**src/rtl/decode_ctrl_pipe.sv**
```systemverilog
`default_nettype none
// +----------------------------------------------------------------------------+
// | decode_ctrl_pipe : RV32I/RV64I decode stage registered into the ID/EX slot, |
// |                    with load-use bubble insertion and redirect flush.       |
// | Revision 1.0                                                                |
// +----------------------------------------------------------------------------+
module decode_ctrl_pipe #(
  parameter int XLEN     = 32,
  parameter bit ENABLE_M = 1'b0
) (
  input  logic            clk,
  input  logic            rst_n,
  input  logic            in_valid,
  output logic            in_ready,
  input  logic [31:0]     in_inst,
  input  logic [XLEN-1:0] in_pc,
  input  logic            flush,
  input  logic            out_ready,
  output logic            out_valid,
  output logic [XLEN-1:0] out_pc,
  output logic [XLEN-1:0] out_imm,
  output logic [4:0]      out_rs1,
  output logic [4:0]      out_rs2,
  output logic [4:0]      out_rd,
  output logic [2:0]      out_imm_sel,
  output logic            out_reg_wen,
  output logic            out_a_sel,
  output logic            out_b_sel,
  output logic            out_mem_rw,
  output logic [1:0]      out_wb_sel,
  output logic            out_br_un,
  output logic [2:0]      out_branch,
  output logic            out_jump,
  output logic            out_is_load,
  output logic            out_mdu,
  output logic            out_illegal
);

  localparam logic [6:0] OPC_LUI    = 7'b0110111;
  localparam logic [6:0] OPC_AUIPC  = 7'b0010111;
  localparam logic [6:0] OPC_JAL    = 7'b1101111;
  localparam logic [6:0] OPC_JALR   = 7'b1100111;
  localparam logic [6:0] OPC_BRANCH = 7'b1100011;
  localparam logic [6:0] OPC_LOAD   = 7'b0000011;
  localparam logic [6:0] OPC_STORE  = 7'b0100011;
  localparam logic [6:0] OPC_OPIMM  = 7'b0010011;
  localparam logic [6:0] OPC_OP     = 7'b0110011;

  localparam logic [2:0] IMM_I = 3'b000, IMM_S = 3'b001, IMM_B = 3'b010;
  localparam logic [2:0] IMM_U = 3'b011, IMM_J = 3'b100, IMM_NONE = 3'b111;
  localparam logic [1:0] WB_MEM = 2'b00, WB_ALU = 2'b01, WB_PC4 = 2'b10, WB_NONE = 2'b11;
  localparam logic [2:0] BR_NONE = 3'b111;

  typedef struct packed {
    logic [XLEN-1:0] pc;
    logic [XLEN-1:0] imm;
    logic [4:0]      rs1;
    logic [4:0]      rs2;
    logic [4:0]      rd;
    logic [2:0]      imm_sel;
    logic            reg_wen;
    logic            a_sel;
    logic            b_sel;
    logic            mem_rw;
    logic [1:0]      wb_sel;
    logic            br_un;
    logic [2:0]      branch;
    logic            jump;
    logic            is_load;
    logic            mdu;
    logic            illegal;
  } ctrl_t;

  localparam ctrl_t BUBBLE = '{pc: '0, imm: '0, rs1: 5'd0, rs2: 5'd0, rd: 5'd0,
                               imm_sel: IMM_NONE, reg_wen: 1'b0, a_sel: 1'b0, b_sel: 1'b0,
                               mem_rw: 1'b0, wb_sel: WB_NONE, br_un: 1'b0, branch: BR_NONE,
                               jump: 1'b0, is_load: 1'b0, mdu: 1'b0, illegal: 1'b0};

  logic [6:0]  opcode;
  logic [2:0]  funct3;
  logic [6:0]  funct7;
  logic        rs1_used;
  logic        rs2_used;
  logic        hazard;
  logic [31:0] imm32;
  ctrl_t       dec;
  ctrl_t       held;
  logic        valid;

  assign opcode = in_inst[6:0];
  assign funct3 = in_inst[14:12];
  assign funct7 = in_inst[31:25];

  always_comb begin
    dec         = BUBBLE;
    rs1_used    = 1'b0;
    rs2_used    = 1'b0;
    dec.pc      = in_pc;
    dec.rs1     = in_inst[19:15];
    dec.rs2     = in_inst[24:20];
    dec.rd      = in_inst[11:7];
    dec.is_load = (opcode == OPC_LOAD);
    case (opcode)
      OPC_LUI: begin
        dec.imm_sel = IMM_U; dec.reg_wen = 1'b1; dec.b_sel = 1'b1; dec.wb_sel = WB_ALU;
      end
      OPC_AUIPC: begin
        dec.imm_sel = IMM_U; dec.reg_wen = 1'b1; dec.a_sel = 1'b1; dec.b_sel = 1'b1;
        dec.wb_sel  = WB_ALU;
      end
      OPC_JAL: begin
        dec.imm_sel = IMM_J; dec.reg_wen = 1'b1; dec.a_sel = 1'b1; dec.b_sel = 1'b1;
        dec.wb_sel  = WB_PC4; dec.jump = 1'b1;
      end
      OPC_JALR: begin
        rs1_used    = 1'b1;
        dec.imm_sel = IMM_I; dec.reg_wen = 1'b1; dec.b_sel = 1'b1; dec.wb_sel = WB_PC4;
        dec.jump    = 1'b1;
        dec.illegal = (funct3 != 3'b000);
      end
      OPC_BRANCH: begin
        rs1_used    = 1'b1; rs2_used = 1'b1;
        dec.imm_sel = IMM_B; dec.a_sel = 1'b1; dec.b_sel = 1'b1;
        dec.br_un   = funct3[2] & funct3[1];
        // funct3 {000,001,100,101,110,111} packs densely onto codes 0..5
        dec.branch  = funct3[2] ? {funct3[1], ~funct3[1], funct3[0]} : {2'b00, funct3[0]};
        dec.illegal = (funct3[2:1] == 2'b01);
      end
      OPC_LOAD: begin
        rs1_used    = 1'b1;
        dec.imm_sel = IMM_I; dec.reg_wen = 1'b1; dec.b_sel = 1'b1; dec.wb_sel = WB_MEM;
        dec.illegal = !((funct3 inside {3'b000, 3'b001, 3'b010, 3'b100, 3'b101}) ||
                        (XLEN == 64 && (funct3 == 3'b011 || funct3 == 3'b110)));
      end
      OPC_STORE: begin
        rs1_used    = 1'b1; rs2_used = 1'b1;
        dec.imm_sel = IMM_S; dec.b_sel = 1'b1; dec.mem_rw = 1'b1;
        dec.illegal = funct3[2] || (funct3 == 3'b011 && XLEN != 64);
      end
      OPC_OPIMM: begin
        rs1_used    = 1'b1;
        dec.imm_sel = IMM_I; dec.reg_wen = 1'b1; dec.b_sel = 1'b1; dec.wb_sel = WB_ALU;
      end
      OPC_OP: begin
        rs1_used    = 1'b1; rs2_used = 1'b1;
        dec.reg_wen = 1'b1; dec.wb_sel = WB_ALU;
        if (ENABLE_M && funct7 == 7'b0000001) dec.mdu = 1'b1;
        else dec.illegal = (funct7 != 7'b0000000) && (funct7 != 7'b0100000);
      end
      default: dec.illegal = 1'b1;
    endcase
    if (dec.illegal) begin
      dec.imm_sel = IMM_NONE; dec.reg_wen = 1'b0; dec.a_sel = 1'b0; dec.b_sel = 1'b0;
      dec.mem_rw  = 1'b0; dec.wb_sel = WB_NONE; dec.br_un = 1'b0; dec.branch = BR_NONE;
      dec.jump    = 1'b0; dec.mdu = 1'b0;
    end
    dec.imm = {{(XLEN-31){imm32[31]}}, imm32[30:0]};
  end

  always_comb begin
    case (dec.imm_sel)
      IMM_I:   imm32 = {{20{in_inst[31]}}, in_inst[31:20]};
      IMM_S:   imm32 = {{20{in_inst[31]}}, in_inst[31:25], in_inst[11:7]};
      IMM_B:   imm32 = {{19{in_inst[31]}}, in_inst[31], in_inst[7], in_inst[30:25],
                        in_inst[11:8], 1'b0};
      IMM_U:   imm32 = {in_inst[31:12], 12'b0};
      IMM_J:   imm32 = {{11{in_inst[31]}}, in_inst[31], in_inst[19:12], in_inst[20],
                        in_inst[30:21], 1'b0};
      default: imm32 = 32'd0;
    endcase
  end

  assign hazard = valid && held.is_load && (held.rd != 5'd0) && in_valid &&
                  ((rs1_used && dec.rs1 == held.rd) || (rs2_used && dec.rs2 == held.rd));
  assign in_ready = !flush && (!valid || out_ready) && !hazard;

  // Stalled-but-draining cycles fall through to the bubble branch.
  always_ff @(posedge clk) begin
    if (!rst_n || flush) begin
      valid <= 1'b0;
      held  <= BUBBLE;
    end else if (in_valid && in_ready) begin
      valid <= 1'b1;
      held  <= dec;
    end else if (!valid || out_ready) begin
      valid <= 1'b0;
      held  <= BUBBLE;
    end
  end

  assign out_valid   = valid;
  assign out_pc      = held.pc;
  assign out_imm     = held.imm;
  assign out_rs1     = held.rs1;
  assign out_rs2     = held.rs2;
  assign out_rd      = held.rd;
  assign out_imm_sel = held.imm_sel;
  assign out_reg_wen = held.reg_wen;
  assign out_a_sel   = held.a_sel;
  assign out_b_sel   = held.b_sel;
  assign out_mem_rw  = held.mem_rw;
  assign out_wb_sel  = held.wb_sel;
  assign out_br_un   = held.br_un;
  assign out_branch  = held.branch;
  assign out_jump    = held.jump;
  assign out_is_load = held.is_load;
  assign out_mdu     = held.mdu;
  assign out_illegal = held.illegal;

endmodule
`default_nettype wire

```
**config.mk**
```make
export PLATFORM = sky130hd
export DESIGN_NAME = decode_ctrl_pipe
export DESIGN_NICKNAME = d
export VERILOG_FILES = /design/src/rtl/decode_ctrl_pipe.sv
export SDC_FILE = /design/constraint.sdc
export NUM_CORES = 1
export LEC_CHECK = 0
export BUFFER_PORTS_ARGS = -buffer_cell sky130_fd_sc_hd__buf_2
export CAP_MARGIN = 10
export CORE_MARGIN = 8
export CORE_UTILIZATION = 50
export CTS_BUF_LIST = sky130_fd_sc_hd__clkbuf_4
export DETAILED_ROUTE_END_ITERATION = 10
export PLACE_DENSITY_LB_ADDON = 0.1
export RECOVER_POWER = 50
export SETUP_SLACK_MARGIN = 0.5
export SYNTH_ARGS = -nofsm -noshare
export SYNTH_HDL_FRONTEND = slang
export SYNTH_SLANG_ARGS = --single-unit
```
**constraint.sdc**
```tcl
create_clock -name clk -period 4.55 [get_ports clk]
set_input_delay 0.2275 -clock clk [delete_from_list [all_inputs] [get_ports clk]]
set_output_delay 0.2275 -clock clk [all_outputs]
set_load 0.005 [all_outputs]
```
==> results of run 1 <==
==> routing by layer <==
metal  up-vias  wire length, µm
li1       1787                -
met1      1742             4859
met2       160             5576
met3        23             1208
met4         0              261
met5         -                0
==> how the worst max path moves through the flow <==
stage                                 from                     endpoint  slack, ns  cells after the start
floorplan           out_rd[0]$_SDFFE_PP0P_  out_imm_sel[0]$_SDFFE_PP1P_       2.12                      7
global placement                in_inst[3]     out_imm[30]$_SDFFE_PP0P_       1.61                      7
detailed placement              in_inst[3]     out_imm[28]$_SDFFE_PP0P_       1.44                      7
CTS                 out_rd[0]$_SDFFE_PP0P_  out_imm_sel[1]$_SDFFE_PP1P_       1.54                      6
global route        out_rd[0]$_SDFFE_PP0P_  out_imm_sel[1]$_SDFFE_PP1P_       1.40                      6
finish              out_rd[0]$_SDFFE_PP0P_  out_imm_sel[1]$_SDFFE_PP1P_       1.54                      6
==> sequential cells by signal, summed over array words and instances, names as in the netlist, 2 cells and up <==
register	count
out_pc	32
out_rd	5
out_rs1	5
out_imm_sel	3
out_rs2	5
out_branch	3
out_imm	32
out_wb_sel	2
==> area by class of cell <==
| class | instances | area share (%) |
|---|---|---|
| flip-flops and latches | 96 | 38.94 |
| multi-input cells | 264 | 32.70 |
| repair buffers | 203 | 22.33 |
| well taps | 99 | 2.510 |
| clock inverters | 6 | 1.850 |
| clock buffers | 10 | 1.521 |
| inverters | 2 | 0.1521 |
==> worst reg2reg max path, cell delays in order (launching register included) <==
cell and delay (ns):
dfxtp_1 0.39, or4_4 0.56, o21ai_1 0.13, nor4_1 0.11
or3_1 0.42, or3_1 0.81, o32a_1 0.50
==> kinds of logic (layout without fill, tap and decap cells) <==
logic type	count (synthesis)	after routing
AND/OR/NAND/NOR	109	109
buffers and inverters	30	221
multiplexers	1	1
flip-flops	96	96
XOR/XNOR	10	10
AO/OA/AOI/OAI	143	143
other	1	1
==> cell usage in the layout (no fill, tap or decap), types with 2 or more instances in the layout <==
cell type      instances
nand2b_1               4
nand2_1               56
bufinv_16              2
clkbuf_1              75
o32a_1                 5
a21oi_1               25
and3_1                 2
inv_1                  2
nor4_1                 2
a32o_1                 3
dfxtp_1               96
or2_2                  2
o21ai_0               40
o22a_1                 3
or3_1                  2
clkinv_4               2
buf_2                 90
nand3_1                4
a31oi_1                3
and2_1                 3
nor3_1                 4
xnor2_1               10
clkbuf_4              10
nor2_4                 2
buf_4                  4
nor2_1                17
nand3b_1               3
a22oi_1                4
a22o_1                48
nor2b_1                2
dlygate4sd3_1         34
o31ai_1                4
==> through the flow <==
step	total power, mW	setup slack (ns)	hold slack [ns]	instances	utilization, %
floorplan	0.9396	2.117	0.2966	390	-
global placement	1.005	1.613	0.4302	630	63.03
detailed placement	1.006	1.440	0.4377	630	63.03
CTS	1.545	1.543	0.007568	680	70.10
global route	1.591	1.401	0.01594	680	68.79
finish	1.538	1.543	0.03365	680	68.79
==> power by group through the flow <==
stage / clock network (mW) / logic, mW / registers (mW)
floorplan: 0 / 0.0592 / 0.880
global placement: 0 / 0.125 / 0.879
detailed placement: 0 / 0.127 / 0.880
CTS: 0.534 / 0.149 / 0.862
global route: 0.563 / 0.164 / 0.865
finish: 0.527 / 0.149 / 0.862
==> out/results.ini, run 1 <==
[power_and_ir_drop]
clockPowerShare_pct = 34.2
switching_share_pct = 24.44
p_int_mw = 1.162
combPwrFrac_pct = 9.7
pwr_density_cell_nw_per_um2 = 311.6
peakVddDrop_mv = 0.1811
p_leak_nw = 1.974
power.switching_mw = 0.3759
p_seq_share_pct = 56.1

[grt]
grtUsageMet1_pct = 26.89
grt_overflow_total = 0
grt_max_degree = 52
grt_usage_pct = 23.10
use_met3_pct = 7.904
grt_pass1_wl_mm = 18.86
antenna_found_initial = 0
met2_usage_pct = 37.07
busiest_layer = met2
first_global_vias = 3816

[timing]
finClkSkew_ns = 0.01689
finalHoldViolCount = 0
finalCritPeriodShare_pct = 66.10
rsz0062_at_grt = false
tightestPinTransition_ns = 1.117
fmax_ghz = 0.3325
slew_headroom_pct = 25.34
fin_setup_tns_ns = 0
finalSetupViolations = 0
drv_slew = 0
fin_crit_ns = 3.007

[synthesis]
avgSynthCellArea_um2 = 9.410
synth_top_area_cell = dfxtp_1
synth_most_common_cell = dfxtp_1
muxShareOfSynthArea_pct = 0.2728
yosysWarnings = 0
netlist_area_um2 = 3670
synth.top_cell.area_share_pct = 52.37
synth_top_family_by_area = compound AO/OA/AOI/OAI gates
synth_compound_area_share_pct = 27.00
synth_fa_ha_area_share_pct = 0
synth_edf_count = 0
synth-xor-area-share_pct = 2.387
ys_types = 45
yosysSeqAreaShare_pct = 52.37
yosys.area_share.simple_pct = 13.81
synth.area.top_cells = dfxtp_1 52%, a22o_1 11%, nand2_1 5.7%
synthArstFlopShare_pct = 0
syn_inst = 390
synth-main-ff-cell = dfxtp_1
ys_ff_latch = 96
yosys-top-cells-count = 96 x dfxtp_1, 56 x nand2_1, 48 x a22o_1
mappedNetlistNets = 459

[floorplan]
core_um2 = 7176
io_pins = 167
die_area_um2 = 10340
chipHeight_um = 101.7
start_util_pct = 51.14
fp-row-count = 31
die_w_um = 101.7

[final_layout]
layout.nets = 645
drive_above_1_share_pct = 19.79
regArea_um2 = 1922
num_antenna_cells = 0
final_area_um2 = 4936
synthToLayoutAreaGrowth_pct = 34.50
multi_input_area_um2 = 1614
fill_cells = 634

[clock_tree]
htree_levels = 3
postCtsSetupRepairBufs = 0
ctsLongestPathBuffers = 2
cts_sinks = 96
numCtsBuffers = 9
cts_tree = built
clk_latency_ns = 0.44
clkTransAtPathRegs_ns = 0.16
hold_buffers = 34
clockRootBuffer = clkbuf_4
ctsResizeCount = 0

[outcome]
status = finished clean

[critical_path]
worst-setup-path-type = register to register
critical-path-top-delay-family = simple AND/OR/NAND/NOR gates
path_buf_inv = 0
critical_path.startpoint_type = register
cp-end-kind = register
r2r_setup_slack_ns = 1.54
arrival_ns = 3.35
worstPathRequired_ns = 4.89
cpMaxStageDelayCell = or3_1
path_cells = or4_4 -> o21ai_1 -> nor4_1 -> or3_1 -> or3_1 -> o32a_1
critPathMostFrequentCell = or3_1
rr_endpoint = out_imm_sel[1]$_SDFFE_PP1P_
crit_path_max_fanout = 35
timing.rr.start = out_rd[0]$_SDFFE_PP0P_
cp_slowest_stage_delay_ns = 0.81
reg2reg_depth = 6

[placed_design]
placed_area_um2 = 4523
portBuffers = 165
hpwl_mm = 8.301
place.gp.congestion = 0.9701

[route]
drt_pass1_iterations = 4
final_antenna_net_count = 0
route.vias.total = 3712
wl_per_cell_um = 17.51
drc_errors = 0
first_iter_violations = 176
routed_wl_mm = 11.90
via_per_inst = 5.459

[hold_path]
min_path_type = input port to register
worst_hold_startpoint = in_inst[26]
whs_path_depth = 3
hold_path_end = out_imm[6]$_SDFFE_PP0P_

[flow_run]
drv_cap = 0

Power figures use the tool's default switching activity.
==> run 2: changes to the inputs <==
- CORE_UTILIZATION: 50 -> 48
- clock period: 4.55 -> 2.9 ns (I/O delays scaled with it)
==> run 2 against run 1 <==
Register-to-register slack worse by 1.0 ns. Fmax up 26%. Sequential share of layout area down 2.0 points. First-iteration DRC count fell by 1.7%. Clock skew increased by 0.0040 ns. Sequential power rose by 57%. Non-clock buffer count is 30 higher. Wire length rose by 3.2%. Global-route usage up 0.32 points. Hold slack worse by 0.0071 ns. Critical endpoint is now out_imm_sel[0]$_SDFFE_PP1P_. Largest power group unchanged. Highest routed layer unchanged.
==> out/results.ini, run 2 (synthesis results as in run 1) <==
[critical_path]
cp_slowest_stage_delay_ns = 0.50
cp-end-kind = register
cpMaxStageDelayCell = or4_4
path_cells = or4_4 -> o211ai_1 -> nor3_1 -> or3_1 -> or3_4 -> o32a_1
worst-setup-path-type = register to register
arrival_ns = 2.74
crit_path_max_fanout = 5
critical-path-top-delay-family = simple AND/OR/NAND/NOR gates
critical_path.startpoint_type = register
worstPathRequired_ns = 3.25
path_buf_inv = 0

[grt]
grt_max_degree = 58
antenna_found_initial = 0
grt_overflow_total = 0
grt_usage_pct = 23.42
first_global_vias = 3882
grt_pass1_wl_mm = 19.40

[route]
routed_wl_mm = 12.28
drt_pass1_iterations = 4
via_per_inst = 5.307
first_iter_violations = 173
final_antenna_net_count = 0
drc_errors = 0
wl_per_cell_um = 17.22
route.vias.total = 3784

[clock_tree]
cts_tree = built
htree_levels = 3
clockRootBuffer = clkbuf_4
numCtsBuffers = 9
cts_sinks = 96
clkTransAtPathRegs_ns = 0.15
clk_latency_ns = 0.45
ctsLongestPathBuffers = 2

[final_layout]
regArea_um2 = 1929
fill_cells = 650
drive_above_1_share_pct = 20.95
layout.nets = 675
multi_input_area_um2 = 1625
post-route-util_pct = 69.11
fin_cells = 713
layout_common_cells = 94 x buf_2, 94 x dfxtp_1, 71 x clkbuf_1
num_antenna_cells = 0
synthToLayoutAreaGrowth_pct = 42.52

[timing]
tightestPinTransition_ns = 0.7601
drv_slew = 0
finalHoldViolCount = 0
finalSetupViolations = 0
finClkSkew_ns = 0.02087
fin_crit_ns = 2.393
finalCritPeriodShare_pct = 82.52
slew_headroom_pct = 49.14
hold_slack_ns = 0.02653
fin_setup_tns_ns = 0
rsz0062_at_grt = true
fmax_ghz = 0.4179

[power_and_ir_drop]
p_leak_nw = 2.103
peakVddDrop_mv = 0.2771
pwr_density_cell_nw_per_um2 = 445.1

[outcome]
status = finished clean

[flow_run]
drv_cap = 0

[floorplan]
die_w_um = 103.4
core_um2 = 7567
fp-row-count = 32
io_pins = 167
die_area_um2 = 10700
start_util_pct = 48.50
chipHeight_um = 103.4

[hold_path]
min_path_type = input port to register

[placed_design]
hpwl_mm = 8.445
portBuffers = 165
placed_cells = 637
place.gp.congestion = 0.9060

[run 2: cell count changes in the layout (fill, tap and decap cells not counted), sizes merged]
cell,delta
dlygate4sd3,+23
buf,+11
clkbuf,-5
clkinvlp,+2
bufinv,-1
[run 2: layout make-up]
type,count,area share (%)
sequential,96,36.89
multi-input combinational,264,31.08
timing repair buffer,233,26.82
tap,102,2.440
clock inverter,7,1.340
clock buffer,9,1.292
inverter,2,0.1435
[run 2: final timing paths]
kind,start,endpoint,slack (ns),cells past startpoint
min reg2reg,out_imm[10]$_SDFFE_PP0P_,out_imm[10]$_SDFFE_PP0P_,0.46,2
max,out_rd[2]$_SDFFE_PP0P_,out_imm_sel[0]$_SDFFE_PP1P_,0.51,6
max reg2reg,out_rd[2]$_SDFFE_PP0P_,out_imm_sel[0]$_SDFFE_PP1P_,0.51,6
min,in_inst[24],out_rs2[4]$_SDFFE_PP0P_,0.03,2
[run 2: stage by stage]
| step | area (µm²) | power [mW] | setup slack [ns] |
|---|---|---|---|
| global route | 5230 | 2.417 | 0.4171 |
| global placement | 4559 | 1.579 | 0.4981 |
| floorplan | 3672 | 1.474 | 0.4903 |
| detailed placement | 4559 | 1.581 | 0.4206 |
| CTS | 5309 | 2.340 | 0.4870 |
| finish | 5230 | 2.328 | 0.5070 |
[run 2: per-layer routing]
layer  part of all wire, %  vias to the layer above  global-route usage [%]  wire [µm]
li1                      -                     1849                       -          -
met1                    40                     1792                   27.20       4909
met2                    50                      125                   39.25       6138
met3                   8.3                       18                   7.162       1025
met4                   1.7                        0                   9.455        206
met5                     0                        -                       0          0
[run 2: what timing repair did]
item | CTS | global route
hold buffers | 57 | 0
hold endpoints to repair | 61 | 0
gates resized for setup | 6 | 20
pin swaps | 4 | 4
setup endpoints to repair | 35 | 36
gates cloned | 0 | 0
setup buffers | 3 | 0
[run 2: power by group]
| group | leakage [nW] | internal [mW] | total, mW | switching (mW) |
|---|---|---|---|---|
| Sequential | 0.779 | 1.34 | 1.35 | 0.0125 |
| Combinational | 1.26 | 0.142 | 0.265 | 0.123 |
| Clock | 0.0676 | 0.262 | 0.712 | 0.450 |
